==> src/rtl/debounce_pkg.sv <==
// debounce_pkg: shared types and constants for the debounce block.
//   deb_state_t  - qualification FSM state encoding
//   BOUNCE_CNT_W - width of the optional bounce counter
// Also provides the `HIGH / `LOW polarity macros used for the ACT parameter
// when the surrounding build has not already defined them.
`ifndef HIGH
`define HIGH 1'b1
`endif
`ifndef LOW
`define LOW 1'b0
`endif

package debounce_pkg;

    typedef enum logic [1:0] {
        ST_INACT,
        CHK_ACT,
        ST_ACT,
        CHK_INACT
    } deb_state_t;

    localparam int BOUNCE_CNT_W = 8;

endpackage

==> src/rtl/debounce_if.sv <==
// debounce_if: signal bundle between a raw-level source and its debouncer.
//   raw_in     - asynchronous raw level (driven by master)
//   level_out  - debounced level (driven by slave)
//   busy       - candidate transition under qualification (driven by slave)
//   bounce_cnt - aborted-qualification count, only with PARAMMOD_DEBOUNCE_BOUNCE_CNT_EN
// Modports: master = source/consumer side, slave = debounce block.
interface debounce_if;
    import debounce_pkg::*;

    logic raw_in;
    logic level_out;
    logic busy;
`ifdef PARAMMOD_DEBOUNCE_BOUNCE_CNT_EN
    logic [BOUNCE_CNT_W-1:0] bounce_cnt;
`endif

    modport master (
        output raw_in,
        input  level_out,
        input  busy
`ifdef PARAMMOD_DEBOUNCE_BOUNCE_CNT_EN
        , input bounce_cnt
`endif
    );

    modport slave (
        input  raw_in,
        output level_out,
        output busy
`ifdef PARAMMOD_DEBOUNCE_BOUNCE_CNT_EN
        , output bounce_cnt
`endif
    );
endinterface

==> src/rtl/debounce_sync_ff.sv <==
// sync_ff: generic multi-flop synchroniser.
//   clk   - destination clock
//   reset - synchronous, active-high; every stage loads RST_VAL
//   d     - asynchronous input
//   q     - synchronised output (last stage)
// STAGES must be >= 2.
module sync_ff #(
    parameter int STAGES  = 2,
    parameter bit RST_VAL = 1'b0
) (
    input  logic clk,
    input  logic reset,
    input  logic d,
    output logic q
);
    logic [STAGES-1:0] ff;

    always_ff @(posedge clk) begin
        if (reset) ff <= {STAGES{RST_VAL}};
        else       ff <= {ff[STAGES-2:0], d};
    end

    assign q = ff[STAGES-1];
endmodule

==> src/rtl/debounce.sv <==
// debounce: turns a bouncy asynchronous level into a clean clk-synchronous level.
//   clk   - clock
//   reset - synchronous, active-high
//   bus   - debounce_if.slave: raw_in in; level_out, busy (and bounce_cnt) out
// Parameters: ACT (active level), SYNC_STAGES (2..4), STABLE_CYCLES (>=1).
// Optional feature macro: PARAMMOD_DEBOUNCE_BOUNCE_CNT_EN adds a saturating
// 8-bit count of aborted qualifications on bus.bounce_cnt.
module debounce
    import debounce_pkg::*;
#(
    parameter bit ACT           = `HIGH,
    parameter int SYNC_STAGES   = 2,
    parameter int STABLE_CYCLES = 16
) (
    input  logic clk,
    input  logic reset,
    debounce_if.slave bus
);
    localparam int CNT_W = (STABLE_CYCLES > 1) ? $clog2(STABLE_CYCLES) : 1;
    localparam logic [CNT_W-1:0] CNT_MAX = CNT_W'(STABLE_CYCLES - 1);

    logic             s;
    logic             s_act;
    deb_state_t       state;
    logic [CNT_W-1:0] cnt;
    logic             level_q;
    logic             busy_q;
    logic             abort;

    sync_ff #(
        .STAGES  (SYNC_STAGES),
        .RST_VAL (!ACT)
    ) u_sync (
        .clk   (clk),
        .reset (reset),
        .d     (bus.raw_in),
        .q     (s)
    );

    assign s_act = (s == ACT);

    // A candidate transition is dropped as soon as the synchronised level
    // disagrees with it.
    assign abort = ((state == CHK_ACT) && !s_act) || ((state == CHK_INACT) && s_act);

    // Outputs are loaded together with the next state so they stay pure flops.
    // The deviation check has priority over the count compare, and the
    // compare happens before the increment so cnt never wraps.
    always_ff @(posedge clk) begin
        if (reset) begin
            state   <= ST_INACT;
            cnt     <= '0;
            level_q <= !ACT;
            busy_q  <= 1'b0;
        end else begin
            case (state)
                ST_INACT: if (s_act) begin
                    state  <= CHK_ACT;
                    cnt    <= '0;
                    busy_q <= 1'b1;
                end
                CHK_ACT: if (!s_act) begin
                    state  <= ST_INACT;
                    busy_q <= 1'b0;
                end else if (cnt == CNT_MAX) begin
                    state   <= ST_ACT;
                    level_q <= ACT;
                    busy_q  <= 1'b0;
                end else begin
                    cnt <= cnt + 1'b1;
                end
                ST_ACT: if (!s_act) begin
                    state  <= CHK_INACT;
                    cnt    <= '0;
                    busy_q <= 1'b1;
                end
                CHK_INACT: if (s_act) begin
                    state  <= ST_ACT;
                    busy_q <= 1'b0;
                end else if (cnt == CNT_MAX) begin
                    state   <= ST_INACT;
                    level_q <= !ACT;
                    busy_q  <= 1'b0;
                end else begin
                    cnt <= cnt + 1'b1;
                end
                default: begin
                    state   <= ST_INACT;
                    level_q <= !ACT;
                    busy_q  <= 1'b0;
                end
            endcase
        end
    end

    assign bus.level_out = level_q;
    assign bus.busy      = busy_q;

`ifdef PARAMMOD_DEBOUNCE_BOUNCE_CNT_EN
    logic [BOUNCE_CNT_W-1:0] bounce_q;

    always_ff @(posedge clk) begin
        if (reset)                    bounce_q <= '0;
        else if (abort && !(&bounce_q)) bounce_q <= bounce_q + 1'b1;
    end

    assign bus.bounce_cnt = bounce_q;
`else
    logic unused_abort;
    assign unused_abort = abort;
`endif
endmodule

==> src/flat_wrapper.sv <==
// flat-port wrapper written by rule: the top's interface ports become plain ports
module debounce_flat import debounce_pkg::*;
#(
    parameter bit ACT           = `HIGH,
    parameter int SYNC_STAGES   = 2,
    parameter int STABLE_CYCLES = 16
)
  (clk, reset, bus_raw_in, bus_level_out, bus_busy);
  debounce_if bus_i ();
  input  logic clk;
  input  logic reset;
  input wire logic [$bits(bus_i.raw_in)-1:0] bus_raw_in;
  output wire logic [$bits(bus_i.level_out)-1:0] bus_level_out;
  output wire logic [$bits(bus_i.busy)-1:0] bus_busy;
  assign bus_i.raw_in = bus_raw_in;
  assign bus_level_out = bus_i.level_out;
  assign bus_busy = bus_i.busy;
  debounce #(.ACT(ACT), .SYNC_STAGES(SYNC_STAGES), .STABLE_CYCLES(STABLE_CYCLES)) u_core (.clk(clk), .reset(reset), .bus(bus_i));
endmodule
==> config.mk <==
export PLATFORM = sky130hd
export DESIGN_NAME = debounce_flat
export DESIGN_NICKNAME = d
export VERILOG_FILES = /design/src/rtl/debounce_pkg.sv /design/src/rtl/debounce_if.sv /design/src/rtl/debounce_sync_ff.sv /design/src/rtl/debounce.sv /design/src/flat_wrapper.sv
export SDC_FILE = /design/constraint.sdc
export NUM_CORES = 1
export LEC_CHECK = 0
export BUFFER_PORTS_ARGS = -buffer_cell sky130_fd_sc_hd__buf_2
export CAP_MARGIN = 20
export CELL_PAD_IN_SITES_DETAIL_PLACEMENT = 1
export CELL_PAD_IN_SITES_GLOBAL_PLACEMENT = 1
export CORE_AREA = 2 2 39 41
export DETAILED_ROUTE_END_ITERATION = 8
export DIE_AREA = 0 0 41 43
export PLACE_DENSITY = 0.62
export REMOVE_ABC_BUFFERS = 1
export SYNTH_ARGS = -nofsm -noshare
export SYNTH_HDL_FRONTEND = slang
export SYNTH_SLANG_ARGS = --single-unit
==> constraint.sdc <==
create_clock -name clk -period 1.9 [get_ports clk]
set_input_delay 0.095 -clock clk [delete_from_list [all_inputs] [get_ports clk]]
set_output_delay 0.095 -clock clk [all_outputs]
set_load 0.005 [all_outputs]
==> out/metrics.csv, run 1 <==
metric;value;unit
Global Route Usage Sum;13.7;%
worst skew pair latency;0.27;ns
row count;14;
Max Cap Viol;0;
largest net degree at the start of global routing;12;
share of cells above drive strength 1;17.9;%
critical path capture point type;flip-flop;
Clock Skew;0.00270;ns
power per cell area;870;mW/mm²
Max FO, Critical Path;6;
gp weighted congestion;0.688;
Distinct cells, synth;23;
Simple-Gate Fraction of Synth Area;23.3;%
vias in the first global route;328;
CTS Hold Bufs;0;
Post-Synth Adder-Cell Area;2.87;%
Detailed Place HPWL;617;µm
initial core utilization;31.5;%
main combinational cell family by area after synthesis;simple AND/OR/NAND/NOR gates;
global-route wire length before repair;1540;µm
Post-Route WL;881;µm
Synth warnings;0;
Slew Viols, Final;0;
initial antenna violation count;0;
static leakage;0.177;nW
setup ws final;0.276;ns
Clk Tree Root Cell;clkbuf_4;
fin util;36.7;%
Final #Nets;61;
Final setup violation count;0;
Place WS;0.299;ns
Placeable Area;0.00138;mm²
chip width;41;µm
WHS;0.0400;ns
area growth from synthesis to layout;16.7;%
# Post-CTS Setup Buffers;0;
R2R Setup Slk;0.28;ns
Vias;383;
Overflow after GRT;0;
status;complete, no violations;
Clock Sinks;10;
final worst path period need;1.62;ns
final routed DRC violation total;0;
Max rail drop VDD;0.345;mV
Worst Tran Pin Value;0.575;ns
vias per cell;5.32;
initial drt markers;5;
CTS tree;built;
Slew headroom;61.4;%
crit-path max cell delay;0.50;ns
final hold viol count;0;
startpoint types;flip-flop;
Die Area;0.00176;mm²
setup repair after global routing missed its margin;false;
drt pass-1 iters;2;
xor/xnor share of the synthesized area;4.02;%
Final period util;85.5;%
Sum Neg Setup Slack;0;ns
Diodes inserted;0;
Crit Path Category;flip-flop to flip-flop;
Die Height;43;µm
IO Pins;5;
Syn Area/Cell;8.89;µm²
worst hold path type;input pin to flip-flop;
PostCTS Resize Cnt;0;
Power Total;0.442;mW
PortBufs;4;
WL/cell;12.2;µm
total CTS buffers;3;
Yosys reg bits;10;
register area share after synthesis;46.0;%
Layout fillers;174;
Antenna Violating Nets Remaining;0;
Synth Instances;49;
Required @ worst endpoint;2.09;ns
mapped cell area;435;µm²
compound-cell area share of the yosys netlist;23.0;%
htree depth;1;
CP Cell Sequence;ha_1 > and4_1 > or4_1 > a31oi_1;
slowest CP cell;or4_1;
Arr. time, crit path;1.82;ns
clk slew on worst S/H paths;0.07;ns
Fmax;616;MHz
mux share of post-synthesis cell area;0;%
largest buffer count on any clock path;2;
## logic make-up (layout without fill, tap and decap cells)
logic type	after synthesis	count (layout)
adder cells (fa/ha/maj)	1	1
AND/OR/NAND/NOR	18	18
flip-flops	10	10
buffers and inverters	1	8
XOR/XNOR	2	2
AO/OA/AOI/OAI	17	17
## sequential cells by signal, summed over array words and instances, names as in the netlist, named ones only
| register | cells |
|---|---|
| u_core.state | 1 |
| u_core.cnt | 4 |
| u_core.bus.busy | 1 |
| u_core.u_sync.ff | 2 |
| u_core.bus.level_out | 1 |
## metal layers
metal	part of all wire [%]	GRT usage, %
met3	2.4	4.71
met1	53	19.8
met4	1.0	12.0
met2	43	15.0
met5	0	0
## final cells by class
cell class | count | area (µm²) | share of cell area, %
clock buffer | 4 | 36.3 | 7.14
multi-input combinational | 38 | 231 | 45.6
sequential | 10 | 200 | 39.4
tap | 16 | 20.0 | 3.94
timing repair buffer | 4 | 20.0 | 3.94
## worst max-delay path, delay by kind of cell (launching register included)
family / cells / cell delay [ns]
compound gates: 1 / 0.17
simple gates: 2 / 0.77
flops: 1 / 0.35
fa+ha+maj: 1 / 0.27
## per-stage QoR
stage	area [µm²]	cells
after CTS	508	72
after detailed placement	472	68
after floorplan	432	48
after global routing	508	72
after global placement	472	68
final	508	72
## cell usage in the layout, fill, tap and decap left out, types with 2 or more instances in the layout
master / instances
a211oi_1: 3
a21oi_1: 6
buf_2: 4
clkbuf_4: 3
dfxtp_1: 10
nand2_1: 4
nand3_1: 4
nor2b_1: 2
o21ai_0: 4
## Yosys cell counts
library cell | count | area, µm²
o22ai_1 | 1 | 6.26
or2_2 | 1 | 6.26
ha_1 | 1 | 12.5
o21bai_1 | 1 | 7.51
a31oi_1 | 1 | 6.26
nor3_1 | 1 | 5.00
or3_2 | 1 | 7.51
o211ai_1 | 1 | 7.51
clkbuf_1 | 1 | 3.75
a21oi_1 | 6 | 30.0
dfxtp_1 | 10 | 200
xnor2_1 | 1 | 8.76
nand2b_1 | 1 | 6.26
or4_1 | 1 | 7.51
a211oi_1 | 3 | 22.5
nand2_1 | 4 | 15.0
nand4_1 | 1 | 6.26
and4_1 | 1 | 8.76
nor2b_1 | 2 | 12.5
nand3_1 | 4 | 20.0
o21ai_0 | 4 | 20.0
and3_1 | 1 | 6.26
xor2_1 | 1 | 8.76
## final timing paths
check,startpoint,to,depth (start not counted)
worst max register to register,u_core.cnt[0],u_core.cnt[3],4
worst min register to register,u_core.u_sync.ff[0],u_core.u_sync.ff[1],1
worst max-delay path,u_core.cnt[0],u_core.cnt[3],4
worst min-delay path,bus_raw_in,u_core.u_sync.ff[0],2
## power by group
group | leakage, nW | internal [mW] | switching, mW
Sequential | 0.0814 | 0.217 | 0.00655
Combinational | 0.0747 | 0.0128 | 0.0130
Clock | 0.0210 | 0.116 | 0.0758
Power figures use the tool's default switching activity.
==> inputs of run 2 (changes only) <==
- ABC_AREA: not set -> 1
- CORE_AREA: 2 2 39 41 -> not set
- CORE_MARGIN: not set -> 2
- CORE_UTILIZATION: not set -> 39
- DIE_AREA: 0 0 41 43 -> not set
- PLACE_DENSITY: 0.62 -> 0.73
==> run 2 against run 1 <==
Worst hold slack about the same. Synthesized cell count up 43%. Combinational power decreased by 5%. Sequential share of layout area is 4.9 points lower. Clock power fell by 28%. Critical endpoint is now u_core.bus.level_out.
==> out/metrics.csv, run 2 <==
metric;value;unit;change
Distinct cells, synth;19;;-17%
Detailed Place HPWL;871;µm;+41%
Arr. time, crit path;1.42;ns;-0.40 ns
most common cell after layout, fill and taps aside;nand2_1;;
Clk Tree Root Cell;clkbuf_4;;
Primary FF master, synth;dfxtp_1;;
initial antenna violation count;0;;unchanged
Max Cap Viol;0;;unchanged
final worst path period need;1.27;ns;-0.357 ns
final hold viol count;0;;unchanged
Post-Route WL;1090;µm;+24%
Antenna Violating Nets Remaining;0;;unchanged
initial core utilization;40.8;%;+9.4 points
largest net degree at the start of global routing;8;;-4
Clock Skew;0.00489;ns;+0.00220 ns
slowest CP cell;dfxtp_1;;
htree depth;1;;unchanged
Max rail drop VDD;0.366;mV;+6.1%
Die Area;0.00164;mm²;-7.2%
Yosys reg bits;10;;unchanged
PortBufs;4;;unchanged
area growth from synthesis to layout;11.8;%;
mapped cell area;518;µm²;+19%
vias per cell;4.95;;-7.0%
crit-path max cell delay;0.39;ns;-0.11 ns
setup repair after global routing missed its margin;false;;
Slew Viols, Final;0;;unchanged
most common cell in the netlist;nand2_1;;
largest cells by area after synthesis;dfxtp_1 (39%), nand2_1 (12%), nand2_2 (7.2%);;
power per cell area;655;mW/mm²;-25%
number of synthesized flops with an enable pin;0;;unchanged
drt pass-1 iters;4;;+2
Multi-input gate area;269;µm²;+16%
fin util;45.7;%;+9.0 points
worst skew pair latency;0.26;ns;about the same
max reg flops;4;;unchanged
largest buffer count on any clock path;2;;unchanged
CP most frequent cell;nand2_1;;
Required @ worst endpoint;2.05;ns;-0.04 ns
Top reg by flops;u_core.cnt;;
Vias;455;;+19%
Crit Path Category;flip-flop to flip-flop;;
Layout fillers;170;;-2.3%
most frequent cells in the layout;nand2_1 (16), dfxtp_1 (10), inv_1 (8), nand2_2 (6), nor2_1 (6);;
Slew headroom;84.5;%;+23 points
CTS Hold Bufs;0;;unchanged
family with the most delay on the worst path;simple AND/OR/NAND/NOR gates;;
Synth Instances;70;;+43%
IO Pins;5;;unchanged
Die Height;40.4;µm;-5.9%
# Post-CTS Setup Buffers;0;;unchanged
Overflow after GRT;0;;unchanged
Final #Nets;83;;+36%
gp weighted congestion;0.792;;+15%
cell accounting for the most synthesized area;dfxtp_1;;
worst hold path type;input pin to flip-flop;;
Placeable Area;0.00127;mm²;-8.3%
status;complete, no violations;;
Final period util;66.7;%;-19 points
vias in the first global route;420;;+28%
Final setup violation count;0;;unchanged
Worst Tran Pin Value;0.232;ns;-0.342 ns
total CTS buffers;3;;unchanged
async set-reset flop share out of synthesis;0;%;unchanged
clk slew on worst S/H paths;0.06;ns;about the same
global-route wire length before repair;1840;µm;+19%
Top Registers;u_core.cnt x4, u_core.u_sync.ff x2;;
Fmax;789;MHz;+28%
chip width;40.4;µm;-1.4%
Synth warnings;0;;unchanged
CP Cell Sequence;ha_1 > nand3_2 > nor2_4 > nand2_1 > nand2_1 > a21oi_2;;
Syn Area/Cell;7.40;µm²;-17%
final routed DRC violation total;0;;unchanged
share of cells above drive strength 1;35.1;%;+17 points
WL/cell;11.8;µm;-3.3%
Max FO, Critical Path;4;;-2
static leakage;0.242;nW;+36%
initial drt markers;4;;-1
PostCTS Resize Cnt;0;;unchanged
Sum Neg Setup Slack;0;ns;unchanged
WHS;0.0401;ns;+0.000140 ns
Global Route Usage Sum;18.5;%;+4.8 points
startpoint types;flip-flop;;
Post-synth top cells;nand2_1 (16), dfxtp_1 (10), inv_1 (8);;
FF/Latch Area;200;µm²;unchanged
register area share after synthesis;38.6;%;-7.3 points
Clock Sinks;10;;unchanged
row count;13;;-1
Worst Path Buf+Inv;0;;unchanged
critical path capture point type;flip-flop;;
Yosys top cell area share;38.6;%;-7.3 points
CTS tree;built;;
Diodes inserted;0;;unchanged
[run 2: cell count changes in the layout (fill, tap and decap cells not counted), sizes merged, moves of 2 or more]
cell and delta:
nor2 +9, nor2b -2, o21ai -2, nand4 +2, a211oi -3, inv +12, nand2 +19
[run 2: cells by family after synthesis]
family	share of synthesized area (%)
simple gates	40.6
buf+inv	9.42
flops	38.6
compound gates	8.94
fa+ha+maj	2.42
[run 2: layout make-up]
| type | count | area share [%] |
|---|---|---|
| inverters | 13 | 8.42 |
| clock buffers | 3 | 3.89 |
| flip-flops and latches | 10 | 34.6 |
| repair buffers | 4 | 3.46 |
| well taps | 15 | 3.24 |
| multi-input cells | 47 | 46.4 |
[run 2: path summary, 6_finish.rpt]
path                        from                   end  slack (ns)  depth (start not counted)
max reg2reg        u_core.cnt[0]  u_core.bus.level_out        0.63                          6
min                   bus_raw_in   u_core.u_sync.ff[0]        0.04                          3
min reg2reg  u_core.u_sync.ff[0]   u_core.u_sync.ff[1]        0.41                          2
max                u_core.cnt[0]  u_core.bus.level_out        0.63                          6
[run 2: through the flow]
stage | instance area, µm² | power [mW] | cells | setup WS, ns
floorplan | 518 | 0.237 | 70 | 0.810
detailed placement | 557 | 0.247 | 89 | 0.639
global route | 579 | 0.403 | 92 | 0.512
CTS | 579 | 0.387 | 92 | 0.614
finish | 579 | 0.380 | 92 | 0.633
global placement | 557 | 0.245 | 89 | 0.689
[run 2: worst reg2reg max path: cells and delay by family (launching register included)]
| family | cells | cell delay, ns |
|---|---|---|
| AO/OA/AOI/OAI | 1 | 0.05 |
| adder cells (fa/ha/maj) | 1 | 0.27 |
| flip-flops | 1 | 0.39 |
| AND/OR/NAND/NOR | 4 | 0.45 |
[run 2: per-layer routing]
| layer | track usage (%) | share of wire (%) |
|---|---|---|
| met3 | 5.00 | 3.5 |
| met1 | 19.8 | 45 |
| met4 | 12.5 | 3.4 |
| met5 | 0 | 0 |
| met2 | 31.3 | 48 |
[run 2: power by group]
| part | switching (mW) | internal, mW | total (mW) | leakage (nW) |
|---|---|---|---|---|
| Sequential | 0.00325 | 0.214 | 0.217 | 0.0812 |
| Combinational | 0.0159 | 0.00861 | 0.0245 | 0.147 |
| Clock | 0.0655 | 0.0728 | 0.138 | 0.0138 |
==> inputs of run 3 (changes only) <==
- CORE_UTILIZATION: 39 -> 35
- PLACE_DENSITY: 0.73 -> 0.69
- clock period: 1.9 -> 1.1 ns (I/O delays scaled with it)
==> run 3 against run 2 <==
Sequential share of layout area is 2.9 points lower. Register-to-register slack worse by 0.61 ns. Die area is 10% higher. Maximum frequency is 18% higher. Largest power group unchanged. First-iteration DRC count is 75% higher.
==> out/metrics.csv, run 3 (synthesized netlist as in run 2, its figures left out) <==
metric;value;unit;change
total CTS buffers;3;;unchanged
family with the most delay on the worst path;simple AND/OR/NAND/NOR gates;;
initial antenna violation count;0;;unchanged
crit-path max cell delay;0.35;ns;-0.04 ns
Required @ worst endpoint;1.30;ns;-0.75 ns
CP Cell Sequence;ha_4 > nand4_2 > nand2_2 > nand2_1 > a21oi_2;;
Top Registers;u_core.cnt x4, u_core.u_sync.ff x2;;
Pint;0.512;mW;+74%
WL/cell;11.9;µm;+0.76%
IO Pins;5;;unchanged
Arr. time, crit path;1.28;ns;-0.14 ns
htree depth;1;;unchanged
Place WS;-0.0756;ns;-0.715 ns
slowest CP cell;dfxtp_2;;
Final period util;97.9;%;+31 points
final routed DRC violation total;0;;unchanged
CTS tree;built;;
Die Height;42.5;µm;+5.0%
largest buffer count on any clock path;2;;unchanged
Final setup violation count;0;;unchanged
Crit Path Category;flip-flop to flip-flop;;
power per cell area;1030;mW/mm²;+58%
fin util;48.3;%;+2.7 points
Final Instance Area;644;µm²;+11%
Slew headroom;84.7;%;+0.23 points
Antenna Violating Nets Remaining;0;;unchanged
most common cell after layout, fill and taps aside;nand2_1;;
Max Cap Viol;0;;unchanged
Comb pwr share;6.9;%;+0.4 points
Switching Share;23.0;%;+0.74 points
chip width;42.5;µm;+5.0%
Overflow after GRT;0;;unchanged
static leakage;0.262;nW;+8.5%
share of cells above drive strength 1;45.7;%;+11 points
row count;13;;unchanged
Worst Path Buf+Inv;0;;unchanged
Slew Viols, Final;0;;unchanged
Top reg by flops;u_core.cnt;;
Detailed Place HPWL;841;µm;-3.5%
max reg flops;4;;unchanged
gp weighted congestion;0.807;;+1.8%
Max FO, Critical Path;5;;+1
Clk pwr share;36.9;%;+0.5 points
global-route wire length before repair;2180;µm;+19%
Clock Skew;0.00684;ns;+0.00195 ns
Final #Nets;87;;+4.8%
Layout fillers;175;;+2.9%
Diodes inserted;0;;unchanged
Psw;0.153;mW;+81%
sequential share of power;56.2;%;-0.9 points
PortBufs;4;;unchanged
Sum Neg Setup Slack;0;ns;unchanged
most frequent cells in the layout;nand2_1 (14), nand2_2 (8), inv_1 (8), dfxtp_1 (7), nor2_1 (6);;
Global Route Usage Sum;17.0;%;-1.5 points
Placed Area;572;µm²;+2.7%
Fmax;928;MHz;+18%
Post-Route WL;1150;µm;+5.1%
Max rail drop VDD;0.672;mV;+84%
initial drt markers;7;;+3
setup ws final;0.0227;ns;-0.610 ns
vias in the first global route;466;;+11%
Clk Tree Root Cell;clkbuf_4;;
vias per cell;4.67;;-5.6%
final worst path period need;1.08;ns;-0.190 ns
largest net degree at the start of global routing;8;;unchanged
startpoint types;flip-flop;;
status;complete, no violations;;
critical path capture point type;flip-flop;;
worst skew pair latency;0.26;ns;about the same
Worst Tran Pin Value;0.229;ns;-0.00338 ns
worst hold path type;input pin to flip-flop;;
drt pass-1 iters;4;;unchanged
Clock Sinks;10;;unchanged
clk slew on worst S/H paths;0.06;ns;about the same
area growth from synthesis to layout;24.4;%;
Vias;448;;-1.5%
setup repair after global routing missed its margin;true;;
Die Area;0.00180;mm²;+10%
Placeable Area;0.00133;mm²;+5.1%
final hold viol count;0;;unchanged
initial core utilization;38.8;%;-2.0 points
## run 3: changes by cell type in the layout (fill, tap and decap cells not counted), moves of 2 or more
cell | previous run | this run
nand2_2 | 6 | 8
buf_4 | 0 | 3
dfxtp_1 | 10 | 7
nand2_1 | 16 | 14
dfxtp_2 | 0 | 3
## run 3: metal layers
| metal | share of wire, % | vias up | wire length [µm] | global-route usage, % |
|---|---|---|---|---|
| li1 | - | 239 | - | - |
| met1 | 47 | 200 | 541 | 21.1 |
| met2 | 47 | 5 | 533 | 25.8 |
| met3 | 1.7 | 4 | 19 | 2.59 |
| met4 | 4.5 | 0 | 51 | 13.1 |
| met5 | 0 | - | 0 | 0 |
## run 3: repair_timing
action / in CTS / in global routing
setup endpoints to repair: 6 / 7
pin swaps: 1 / 3
gates resized for setup: 5 / 4
cloned: 0 / 0
hold endpoints to repair: 1 / 0
hold buffers: 1 / 0
buffers inserted: 0 / 1
## run 3: final timing paths
kind	cells after the start	slack, ns	from	end
worst min register to register	2	0.41	u_core.u_sync.ff[0]	u_core.u_sync.ff[1]
worst min-delay path	2	0.05	reset	u_core.cnt[1]
worst max-delay path	5	0.02	u_core.cnt[1]	u_core.cnt[2]
worst max register to register	5	0.02	u_core.cnt[1]	u_core.cnt[2]
## run 3: stage by stage
stage,cells,hold slack [ns],power [mW]
floorplan,70,0.117,0.409
global placement,91,0.255,0.424
detailed placement,91,0.272,0.426
CTS,95,0.0328,0.682
global route,96,0.0549,0.711
finish,96,0.0463,0.666
## run 3: area by class of cell
class | count | area, µm² | area share (%)
Clock buffer | 3 | 22.5 | 3.50
Inverter | 13 | 48.8 | 7.57
Sequential cell | 10 | 204 | 31.7
Multi-Input combinational cell | 47 | 298 | 46.2
Tap cell | 15 | 18.8 | 2.91
Timing Repair Buffer | 8 | 52.6 | 8.16
## run 3: power groups by stage
stage | sequential (mW) | clock, mW | combinational [mW]
6_report | 0.374 | 0.246 | 0.0457
3_5_place_dp | 0.383 | 0 | 0.0431
2_1_floorplan | 0.382 | 0 | 0.0276
3_3_place_gp | 0.382 | 0 | 0.0420
5_1_grt | 0.375 | 0.282 | 0.0539
4_1_cts | 0.374 | 0.261 | 0.0462
